--- src/rtl/sensor_pwr_pkg.sv ---
// Shared stage encoding for the sensor power sequencer.
package sensor_pwr_pkg;

  localparam int unsigned STAGE_W = 3;

  typedef enum logic [STAGE_W-1:0] {
    STG_OFF   = 3'd0,
    STG_IO    = 3'd1,
    STG_CORE  = 3'd2,
    STG_BOOST = 3'd3,
    STG_BIAS  = 3'd4,
    STG_ON    = 3'd5
  } stage_t;

endpackage

--- src/rtl/sensor_pwr_step_timer.sv ---
// Loadable dwell down-counter that saturates at zero; reports zero now and zero after this edge.
module sensor_pwr_step_timer #(
  parameter int unsigned STEP_CYC = 100000,
  parameter int unsigned TMR_W    = $clog2(STEP_CYC)
) (
  input  logic clk,
  input  logic rst,
  input  logic load,
  input  logic clear,
  output logic zero,
  output logic zero_nxt_c
);

  localparam logic [TMR_W-1:0] LOAD_VAL = TMR_W'(STEP_CYC - 1);

  logic [TMR_W-1:0] cnt;
  logic [TMR_W-1:0] cnt_d;

  // clear wins over load so a fault always leaves the timer idle
  always_comb begin
    cnt_d = cnt;
    if (clear) begin
      cnt_d = '0;
    end else if (load) begin
      cnt_d = LOAD_VAL;
    end else if (cnt != '0) begin
      cnt_d = cnt - TMR_W'(1);
    end
  end

  assign zero_nxt_c = (cnt_d == '0);

  always_ff @(posedge clk or posedge rst) begin
    if (rst) begin
      cnt  <= '0;
      zero <= 1'b1;
    end else begin
      cnt  <= cnt_d;
      zero <= zero_nxt_c;
    end
  end

endmodule

--- src/rtl/sensor_pwr_seq.sv ---
// Ordered, timed power ramp for the thermal sensor rails and enable pin.
// Optional rail-supervisor fault handling is built when SENSOR_PWR_FAULT_EN is defined.
module sensor_pwr_seq
  import sensor_pwr_pkg::*;
#(
  parameter int unsigned STEP_CYC = 100000,
  parameter int unsigned TMR_W    = $clog2(STEP_CYC)
) (
  input  logic clk,
  input  logic rst,
  input  logic pwr_on,
  input  logic pwr_fault,
  output logic io_pwr_ena_n,
  output logic core_pwr_ena,
  output logic bias_boost_pwr_ena,
  output logic bias_pwr_ena,
  output logic sensor_ena,
  output logic ready,
  output logic busy,
  output logic fault_flag
);

  stage_t stage_q;
  stage_t stage_d;
  stage_t tgt;
  stage_t tgt_d;
  logic   fault_s;
  logic   flag_q;
  logic   flag_d;
  logic   tmr_load;
  logic   tmr_clear;
  logic   tmr_zero;
  logic   tmr_zero_nxt;

`ifdef SENSOR_PWR_FAULT_EN
  logic [1:0] fault_sync;

  always_ff @(posedge clk or posedge rst) begin
    if (rst) begin
      fault_sync <= 2'b00;
    end else begin
      fault_sync <= {fault_sync[0], pwr_fault};
    end
  end

  assign fault_s = fault_sync[1];

  // flag latches on a synced fault and waits for software to drop the request
  always_comb begin
    flag_d = flag_q;
    if (fault_s) begin
      flag_d = 1'b1;
    end else if (!pwr_on) begin
      flag_d = 1'b0;
    end
  end

  always_ff @(posedge clk or posedge rst) begin
    if (rst) begin
      flag_q <= 1'b0;
    end else begin
      flag_q <= flag_d;
    end
  end
`else
  logic unused_fault;

  assign unused_fault = pwr_fault;
  assign fault_s      = 1'b0;
  assign flag_d       = 1'b0;
  assign flag_q       = 1'b0;
`endif

  assign fault_flag = flag_q;

  // one stage per completed dwell; a fault bypasses the ramp entirely
  always_comb begin
    tgt       = (pwr_on && !flag_q) ? STG_ON : STG_OFF;
    tgt_d     = (pwr_on && !flag_d) ? STG_ON : STG_OFF;
    stage_d   = stage_q;
    tmr_load  = 1'b0;
    tmr_clear = 1'b0;
    if (fault_s) begin
      stage_d   = STG_OFF;
      tmr_clear = 1'b1;
    end else if (tmr_zero && (stage_q != tgt)) begin
      tmr_load = 1'b1;
      if (stage_q < tgt) begin
        stage_d = stage_t'(stage_q + 3'd1);
      end else begin
        stage_d = stage_t'(stage_q - 3'd1);
      end
    end
  end

  sensor_pwr_step_timer #(
    .STEP_CYC (STEP_CYC),
    .TMR_W    (TMR_W)
  ) u_timer (
    .clk        (clk),
    .rst        (rst),
    .load       (tmr_load),
    .clear      (tmr_clear),
    .zero       (tmr_zero),
    .zero_nxt_c (tmr_zero_nxt)
  );

  // outputs decoded from the next stage so they change on the same edge as the stage
  always_ff @(posedge clk or posedge rst) begin
    if (rst) begin
      stage_q            <= STG_OFF;
      io_pwr_ena_n       <= 1'b1;
      core_pwr_ena       <= 1'b0;
      bias_boost_pwr_ena <= 1'b0;
      bias_pwr_ena       <= 1'b0;
      sensor_ena         <= 1'b0;
      ready              <= 1'b0;
      busy               <= 1'b0;
    end else begin
      stage_q            <= stage_d;
      io_pwr_ena_n       <= (stage_d == STG_OFF);
      core_pwr_ena       <= (stage_d >= STG_CORE);
      bias_boost_pwr_ena <= (stage_d >= STG_BOOST);
      bias_pwr_ena       <= (stage_d >= STG_BIAS);
      sensor_ena         <= (stage_d == STG_ON);
      ready              <= (stage_d == STG_ON) && tmr_zero_nxt && !flag_d;
      busy               <= (stage_d != tgt_d) || !tmr_zero_nxt;
    end
  end

endmodule

--- config.mk ---
export PLATFORM = sky130hd
export DESIGN_NAME = sensor_pwr_seq
export DESIGN_NICKNAME = d
export VERILOG_FILES = /design/src/rtl/sensor_pwr_pkg.sv /design/src/rtl/sensor_pwr_step_timer.sv /design/src/rtl/sensor_pwr_seq.sv
export SDC_FILE = /design/constraint.sdc
export NUM_CORES = 1
export LEC_CHECK = 0
export ABC_AREA = 1
export ABC_CLOCK_PERIOD_IN_PS = 2900
export BUFFER_PORTS_ARGS = -buffer_cell sky130_fd_sc_hd__clkbuf_2
export CELL_PAD_IN_SITES_DETAIL_PLACEMENT = 1
export CELL_PAD_IN_SITES_GLOBAL_PLACEMENT = 1
export CORE_MARGIN = 4
export CORE_UTILIZATION = 43
export DETAILED_ROUTE_END_ITERATION = 8
export HOLD_SLACK_MARGIN = 0.05
export PLACE_DENSITY_LB_ADDON = 0.25
export SYNTH_ARGS = -nofsm -noshare
export SYNTH_HDL_FRONTEND = slang
export SYNTH_SLANG_ARGS = --single-unit
--- constraint.sdc ---
create_clock -name clk -period 2.9 [get_ports clk]
set_clock_uncertainty 0.2 [all_clocks]
set_input_delay 0 -clock clk [delete_from_list [all_inputs] [get_ports clk]]
set_output_delay 0 -clock clk [all_outputs]
set_load 0.05 [all_outputs]
Word-level counts from Yosys, hierarchy flattened. Cells that the tools add are included.

Input bits: 4. Bits in read-only memories: 0. Register bits after elaboration: 28. Output and inout bits: 8. Memories: 0. Bits in latches: 0. Logic and storage cells: 33. Bits in writable memories: 0.

Shift-type cells: 0. Bitwise gates (word level): 0. Reductions and logical operators: 7. Add/subtract/negate cells: 3. Multiply operators: 0. $lt $le $gt $ge: 4. Multiplexer cells: 6. Equality and inequality tests: 3. Divide/modulo/power cells: 0.

Operators by type and width (count): $mux W17 (2); $logic_not A17 Y1 (1); $reduce_bool A17 Y1 (1); $sub A17 B1 Y17 const B (1); $mux W3 (3); $ge A3 B2 Y1 const B (2); $ne A3 B3 Y1 (2); $add A3 B1 Y3 const B (1); $eq A3 B3 Y1 const B (1); $ge A3 B3 Y1 const B (1); $logic_not A3 Y1 (1); $lt A3 B3 Y1 (1); $sub A3 B1 Y3 const B (1); $logic_and A1 B1 Y1 (2); $logic_not A1 Y1 (1); $logic_or A1 B1 Y1 (1); $mux W1 (1).

Longest topological paths before layout. Gate-level depths: netlist of the first run.

Depth after elaboration: 8. Gate-level depth with buffers: 16. Mapped depth without buffers: 16.

Modules after synthesis. A second synthesis of the first run with hierarchy kept.

Cell total of the unflattened synthesis: 261. Area total of the unflattened synthesis: 1834.3 um2.

By module, submodules not included: sensor_pwr_step_timer (sequential area each 451.7 um2, cells each 202, area each 1275.0 um2, times used 1); sensor_pwr_seq (sequential area each 251.5 um2, cells each 59, area each 559.3 um2, times used 1).

Least setup slack after synthesis of the first run. Ideal clock, no wire load.

Path kind: flip-flop to flip-flop. Start point: register stage_q[2]. End point: register busy. Data arrival time: 1.743 ns. Buffers on the path: 0. Data required time: 2.568 ns. Setup time: 0.132 ns. Period minus slack after synthesis: 2.074 ns. Setup slack: 0.826 ns. Stages on the path, launching flop included: 14. Cell sequence: dfrtp_1 ha_1 nand2_1 nand2_1 inv_1 fa_1 inv_1 nand2_1 nand4_1 nand2_1 inv_1 nand3_1 nand2_1 nand4_1.

Elaborated cells on any way between the ends: 13. Those cells by class: add/sub (2); order compare (1); eq/ne (2); mux (4); reduce/logical (4).

RTL lines: start, declared (RTL line sensor_pwr_seq.sv:23) `stage_t stage_q;`; start signal, assigned (RTL line sensor_pwr_seq.sv:120) `stage_q <= stage_d;`; $sub A3 B1 Y3 (tied with other cells) (RTL line sensor_pwr_seq.sv:91) `stage_d = stage_t'(stage_q - 3'd1);`; $mux W3 or $logic_and A1 B1 Y1 (tied branches) (RTL line sensor_pwr_seq.sv:88, sensor_pwr_seq.sv:86); $mux W3 (*) (RTL line sensor_pwr_seq.sv:86) `end else if (tmr_zero && (stage_q != tgt)) begin`; via stage_d[2] (RTL line sensor_pwr_seq.sv:24) `stage_t stage_d;`; $ne A3 B3 Y1 (*) (RTL line sensor_pwr_seq.sv:127) `busy <= (stage_d != tgt_d) || !tmr_zero_nxt;`; $logic_or A1 B1 Y1 (*) (RTL line sensor_pwr_seq.sv:127); end signal, assigned (RTL line sensor_pwr_seq.sv:127); end, declared (RTL line sensor_pwr_seq.sv:19) `output logic busy,`.

Mark *: on every way through the listed nets, which the timed path passes. The rest lies on a longest branch.

Worst setup path in the final report of the first run.
Start point: register stage_q[0]. End point: register busy.

Same word-level chain as after synthesis.

==> results of run 1 <==
## worst paths after layout
kind,from,to,slack (ns),cells after the start
setup reg to reg,stage_q[0],busy,0.51,12
hold / removal,rst,u_timer.cnt[2],0.31,3
min in group clk,u_timer.cnt[16],u_timer.cnt[16],0.31,2
hold reg to reg,u_timer.cnt[16],u_timer.cnt[16],0.31,2
setup / recovery,stage_q[0],busy,0.51,12
max in group asynchronous,rst,u_timer.cnt[3],1.55,3
## logic make-up (layout without fill, tap and decap cells)
kind of cell	after synthesis	count (layout)	share of synthesized area, %
flops	28	28	42.0
buf+inv	45	57	10.8
fa+ha+maj	4	4	3.44
compound gates	8	8	2.84
simple gates	135	135	38.2
other cells	1	1	0.224
xor+xnor	5	5	2.61
## worst max-delay path: cells and delay by family, from the launching register on
kind / cells / cell delay, ns
buf+inv: 3 / 0.52
fa+ha+maj: 1 / 0.25
flops: 1 / 0.37
simple gates: 8 / 0.91
## power by group
group | switching, mW | internal [mW] | leakage [nW]
clock network | 0.128 | 0.185 | 0.0357
logic | 0.0151 | 0.00507 | 0.663
registers | 0 | 0.390 | 0.322
total | 0.143 | 0.580 | 1.02
## timing repair
item | in CTS | in global routing
hold endpoints to repair | 27 | 0
hold buffers | 2 | 0
setup endpoints to repair | 0 | 0
## final cells by class
| cell class | count | area (um2) | area share, % |
|---|---|---|---|
| clock buffers | 3 | 41.3 | 2.23 |
| inverters | 42 | 158 | 8.53 |
| repair buffers | 11 | 65.1 | 3.52 |
| clock inverters | 1 | 30.0 | 1.62 |
| flip-flops and latches | 28 | 703 | 38.0 |
| well taps | 48 | 60.1 | 3.25 |
| multi-input cells | 153 | 792 | 42.8 |
## routing by layer
| metal | share of wire [%] | up-vias |
|---|---|---|
| li1 | - | 706 |
| met1 | 49 | 638 |
| met2 | 48 | 5 |
| met3 | 1.3 | 4 |
| met4 | 0.89 | 0 |
| met5 | 0 | - |
## metrics by stage
| stage | worst slack [ns] | std cells | hold slack, ns |
|---|---|---|---|
| after global routing | 0.240 | 286 | 0.359 |
| final | 0.515 | 286 | 0.305 |
| after CTS | 0.522 | 286 | 0.311 |
| after floorplan | 0.826 | 226 | -0.136 |
| after detailed placement | 0.548 | 280 | 0.113 |
| after global placement | 0.575 | 280 | 0.106 |
## state kept, by name, indices dropped and copies added, names as in the netlist
name and flops:
core_pwr_ena 1, stage_q 3, io_pwr_ena_n 1, u_timer.zero 1, ready 1, bias_pwr_ena 1
bias_boost_pwr_ena 1, u_timer.cnt 17, sensor_ena 1, busy 1
## synthesized netlist by cell type, drive strengths merged
master   n  share of area, %
nand2   68                17
inv     41               9.2
nor2    41                12
dfrtp   26                39
nand3   19               7.0
o21ai    7               2.5
nand4    6               2.2
ha       3               2.2
xnor2    3               1.6
buf      2               1.1
dfstp    2               3.1
xor2     2               1.0
a21oi    1              0.30
clkbuf   1              0.22
clkinv   1              0.22
conb     1              0.22
fa       1               1.2
nand3b   1              0.45
## placed cells by master, fill, tap and decap left out, drive strengths merged
cell type	n
xnor2	3
dfrtp	26
xor2	2
nand2	68
o21ai	7
a21oi	1
clkinv	1
dfstp	2
nand3	19
nor2	41
inv	41
ha	3
nand4	6
dlygate4sd3	2
fa	1
conb	1
nand3b	1
bufinv	1
clkbuf	12
==> impl_metrics.yaml, run 1 <==
outcome:
  status: "finished, final reports clean"
clock_tree:
  cts_repair_resize_count: 0
  cts-root-buf: "clkbuf_8"
  clk_path_buf_depth: 2
  clock_sinks: 28
  post_cts_buffers: 0
  cts_tree: "built"
  clk_latency_ns: 0.28
  clk_pin_slew_ns: 0.10
  htree_num_levels: 1
  cts_buffers: 3
placement:
  portBuffers: 9
  placed_area_um2: 1760
  hpwl_um: 2830
  place.gp.congestion: 0.764
final_layout:
  drive_gt1_share_pct: 16.4
  area_growth_pct: 10.4
  n_fill_cell: 489
  antenna_cells: 0
  fin_area_um2: 1850
  nNetsFinal: 247
  utilization_pct: 49.8
route:
  first_pass_iters: 4
  wl_um: 3710
  vias: 1353
  drc: 0
  dr.first_iter.drc_count: 27
  post_drt_via_cell_ratio: 4.73
  ant_nets: 0
  wl_per_cell_um: 13.0
yosys:
  synth_fp_nets: 234
  synthCells: 226
  synth_warnings: 0
  synth.yosys.seq_area_share_pct: 42.0
  synth_area_per_cell_um2: 7.41
  synth-seq-cells: 28
  netlist_area_um2: 1680
  synth_cell_type_count: 27
setup_path:
  setup.worst_path.end_class: "flop"
  critical_path.startpoint_type: "flop"
  crit_fanout: 19
  slowest_stage: "dfrtp_1"
  worstPathRequired_ns: 2.86
  path_class: "reg2reg"
  cp_cell_sequence: "inv_1 > ha_1 > nand3_1 > nand2_2 > inv_2 > nand3_1 > nand2_1 > nand2_1 > inv_1 > nand3_1 > nand2_1 > nand4_1"
  crit_arrival_ns: 2.34
  slowest_delay_ns: 0.37
floorplanning:
  die-width_um: 70.4
  dieArea_um2: 4960
  start_util_pct: 45.1
  ios: 12
  core_area_um2: 3720
  die_h_um: 70.4
  rows: 22
grt:
  met3_usage_pct: 2.73
  grt.total_usage_pct: 16.6
  grt_pass1_wl_um: 6640
  top_usage_layer: "met2"
  overflow: 0
  grt_max_degree: 29
  met1_usage_pct: 22.2
  antenna_found_initial: 0
  grt_pass1_vias: 1422
  use_met2_pct: 28.2
sta:
  grt_setup_unrepaired: "no"
  maxSlewViolCount: 0
  finalCriticalPeriod_ns: 2.39
  hold_violations: 0
  fmax_mhz: 419
  post-route-period-util_pct: 82.3
  tns_ns: 0
  slew_headroom_pct: 28.3
  worstMarginPinSlew_ns: 1.07
  setup_viol: 0
run:
  drv_cap: 0
power_and_ir_drop:
  leakagePower_nw: 1.02
  power.total_mw: 0.724
  ir_drop_v: 0.000180
  pwr_density_cell_nw_per_um2: 391
min_path:
  hp-class: "in2async"
No activity file was read; power rests on OpenSTA's default activity.
==> run 2: changes to the inputs <==
Settings changed: ABC_CLOCK_PERIOD_IN_PS 2900 to 2260.
Clock period 2.9 ns to 2.26 ns, I/O delays scaled along.
==> impl_metrics.yaml, run 2 (same netlist as run 1, synthesis figures left out) <==
setup_path:
  setup.worst_path.end_class: "flop"
  cp_cell_sequence: "ha_4 > nand2_2 > nand2_2 > inv_2 > fa_2 > nand2_2 > nand4_1 > nand2_4 > nand3_1 > nand2_2 > nand4_1"
  reg2reg_depth: 11
  path_common_cell: "nand2_2"
  crit_cells: 11
  crit_fanout: 4
  r2r_start: "stage_q[2]"
  worst-path-buf-inv: 1
  regToRegSetupSlack_ns: -0.09
  r2r_end: "busy"
  crit_arrival_ns: 2.32
  path_class: "reg2reg"
  worstPathRequired_ns: 2.24
  critical_path.startpoint_type: "flop"
  path_delay_family: "simple AND/OR/NAND/NOR gates"
  slowest_delay_ns: 0.43
  crit_end: "busy"
  crit_start: "stage_q[2]"
  slowest_stage: "dfrtp_1"
clock_tree:
  clk_pin_slew_ns: 0.11
  cts_buffers: 3
  clock_sinks: 28
  clk_latency_ns: 0.29
  cts_tree: "built"
  clk_path_buf_depth: 2
  cts-root-buf: "clkbuf_8"
  htree_num_levels: 1
power_and_ir_drop:
  seqPwrFrac_pct: 52.6
  p_sw_mw: 0.202
  p_int_mw: 0.751
  leakagePower_nw: 1.15
  clkPwrFrac_pct: 43.5
  ir_drop_v: 0.000208
  pwr_density_cell_nw_per_um2: 448
  swShare_pct: 21.2
  power.total_mw: 0.953
  comb_power_share_pct: 3.9
grt:
  grt.total_usage_pct: 20.0
  grt_pass1_vias: 1598
  grt_max_degree: 20
  antenna_found_initial: 0
  overflow: 0
  grt_pass1_wl_um: 7730
floorplanning:
  ios: 12
  core_area_um2: 3720
  die-width_um: 70.4
  die_h_um: 70.4
  dieArea_um2: 4960
  start_util_pct: 45.1
  rows: 22
final_layout:
  utilization_pct: 57.2
  n_fill_cell: 484
  final-seq-area_um2: 703
  layout_commonest_cell: "nand2_1"
  final_cell_mix: "nand2_1, inv_1, nor2_1"
  antenna_cells: 0
  nNetsFinal: 271
  drive_gt1_share_pct: 31.3
  multiInputGateArea_um2: 866
  largest_reg_flops: 17
  regMostFlops: "u_timer.cnt"
  area_growth_pct: 26.8
  top_regs: "u_timer.cnt x17, stage_q x3"
route:
  ant_nets: 0
  dr.first_iter.drc_count: 51
  wl_um: 4870
  first_pass_iters: 4
  wl_per_cell_um: 15.7
  drc: 0
  post_drt_via_cell_ratio: 4.92
  vias: 1526
sta:
  hold_violations: 0
  worst_slack_ns: -0.0858
  post-route-period-util_pct: 104
  maxSlewViolCount: 0
  grt_setup_unrepaired: "yes"
  setup_viol: 4
  finalCriticalPeriod_ns: 2.35
  fmax_mhz: 426
placement:
  place.gp.congestion: 0.775
  dp_slack_ns: -0.0526
  portBuffers: 9
  hpwl_um: 3140
run:
  drv_cap: 0
min_path:
  worstHoldPathCells: 6
  hp-class: "in2reg"
outcome:
  status: "finished with violations"
  violations: "setup timing"
run 2: changes by cell type in the layout (fill, tap and decap cells not counted), sizes merged:
cell	delta
dlygate4sd3	+1
buf	+23
run 2: how the worst min path moves through the flow:
stage               slack, ns                  to  startpoint
finish                   0.03                busy      pwr_on
global route             0.07                busy      pwr_on
CTS                      0.06                busy      pwr_on
detailed placement      -0.21     u_timer.cnt[11]         rst
global placement        -0.21     u_timer.cnt[11]         rst
floorplan               -0.14  bias_boost_pwr_ena         rst
run 2: tightest hold or removal path: cells and delay by family:
family / cells / cell delay (ns)
AND/OR/NAND/NOR: 4 / 0.27
buffers and inverters: 2 / 0.21
run 2: per-stage QoR:
stage / hold WS, ns / setup TNS [ns] / std cells / cell area, um2
3_5_place_dp: -0.206 / -0.0526 / 289 / 1830
4_1_cts: 0.0592 / 0 / 301 / 1990
2_1_floorplan: -0.136 / 0 / 226 / 1680
5_1_grt: 0.0696 / -0.610 / 310 / 2120
3_3_place_gp: -0.212 / 0 / 289 / 1830
6_report: 0.0315 / -0.207 / 310 / 2120
run 2: power by group through the flow:
stage	clock (mW)	combinational [mW]	sequential, mW
finish	0.415	0.0371	0.501
global route	0.446	0.0415	0.501
CTS	0.412	0.0315	0.501
floorplan	0	0.0190	0.511
global placement	0	0.0254	0.511
detailed placement	0	0.0263	0.511
run 2: per-layer routing:
metal	track usage (%)	vias to the layer above	routed length [um]
li1	-	751	-
met1	24.2	753	2070
met2	36.4	17	2670
met3	1.58	5	67
met4	7.45	0	57
met5	0	-	0
run 2: layout make-up:
cell class,instances,share of cell area (%)
flip-flops and latches,28,33.1
clock inverters,1,1.41
inverters,42,7.54
well taps,48,2.83
repair buffers,35,12.4
clock buffers,3,1.94
multi-input cells,153,40.8
run 2: repair_timing:
action | in CTS | in global routing
gates resized for setup | 3 | 22
pin swaps | 2 | 14
hold buffers | 3 | 0
endpoints found under the hold margin | 27 | 0
endpoints found under the setup margin | 4 | 8
buffers inserted | 5 | 9
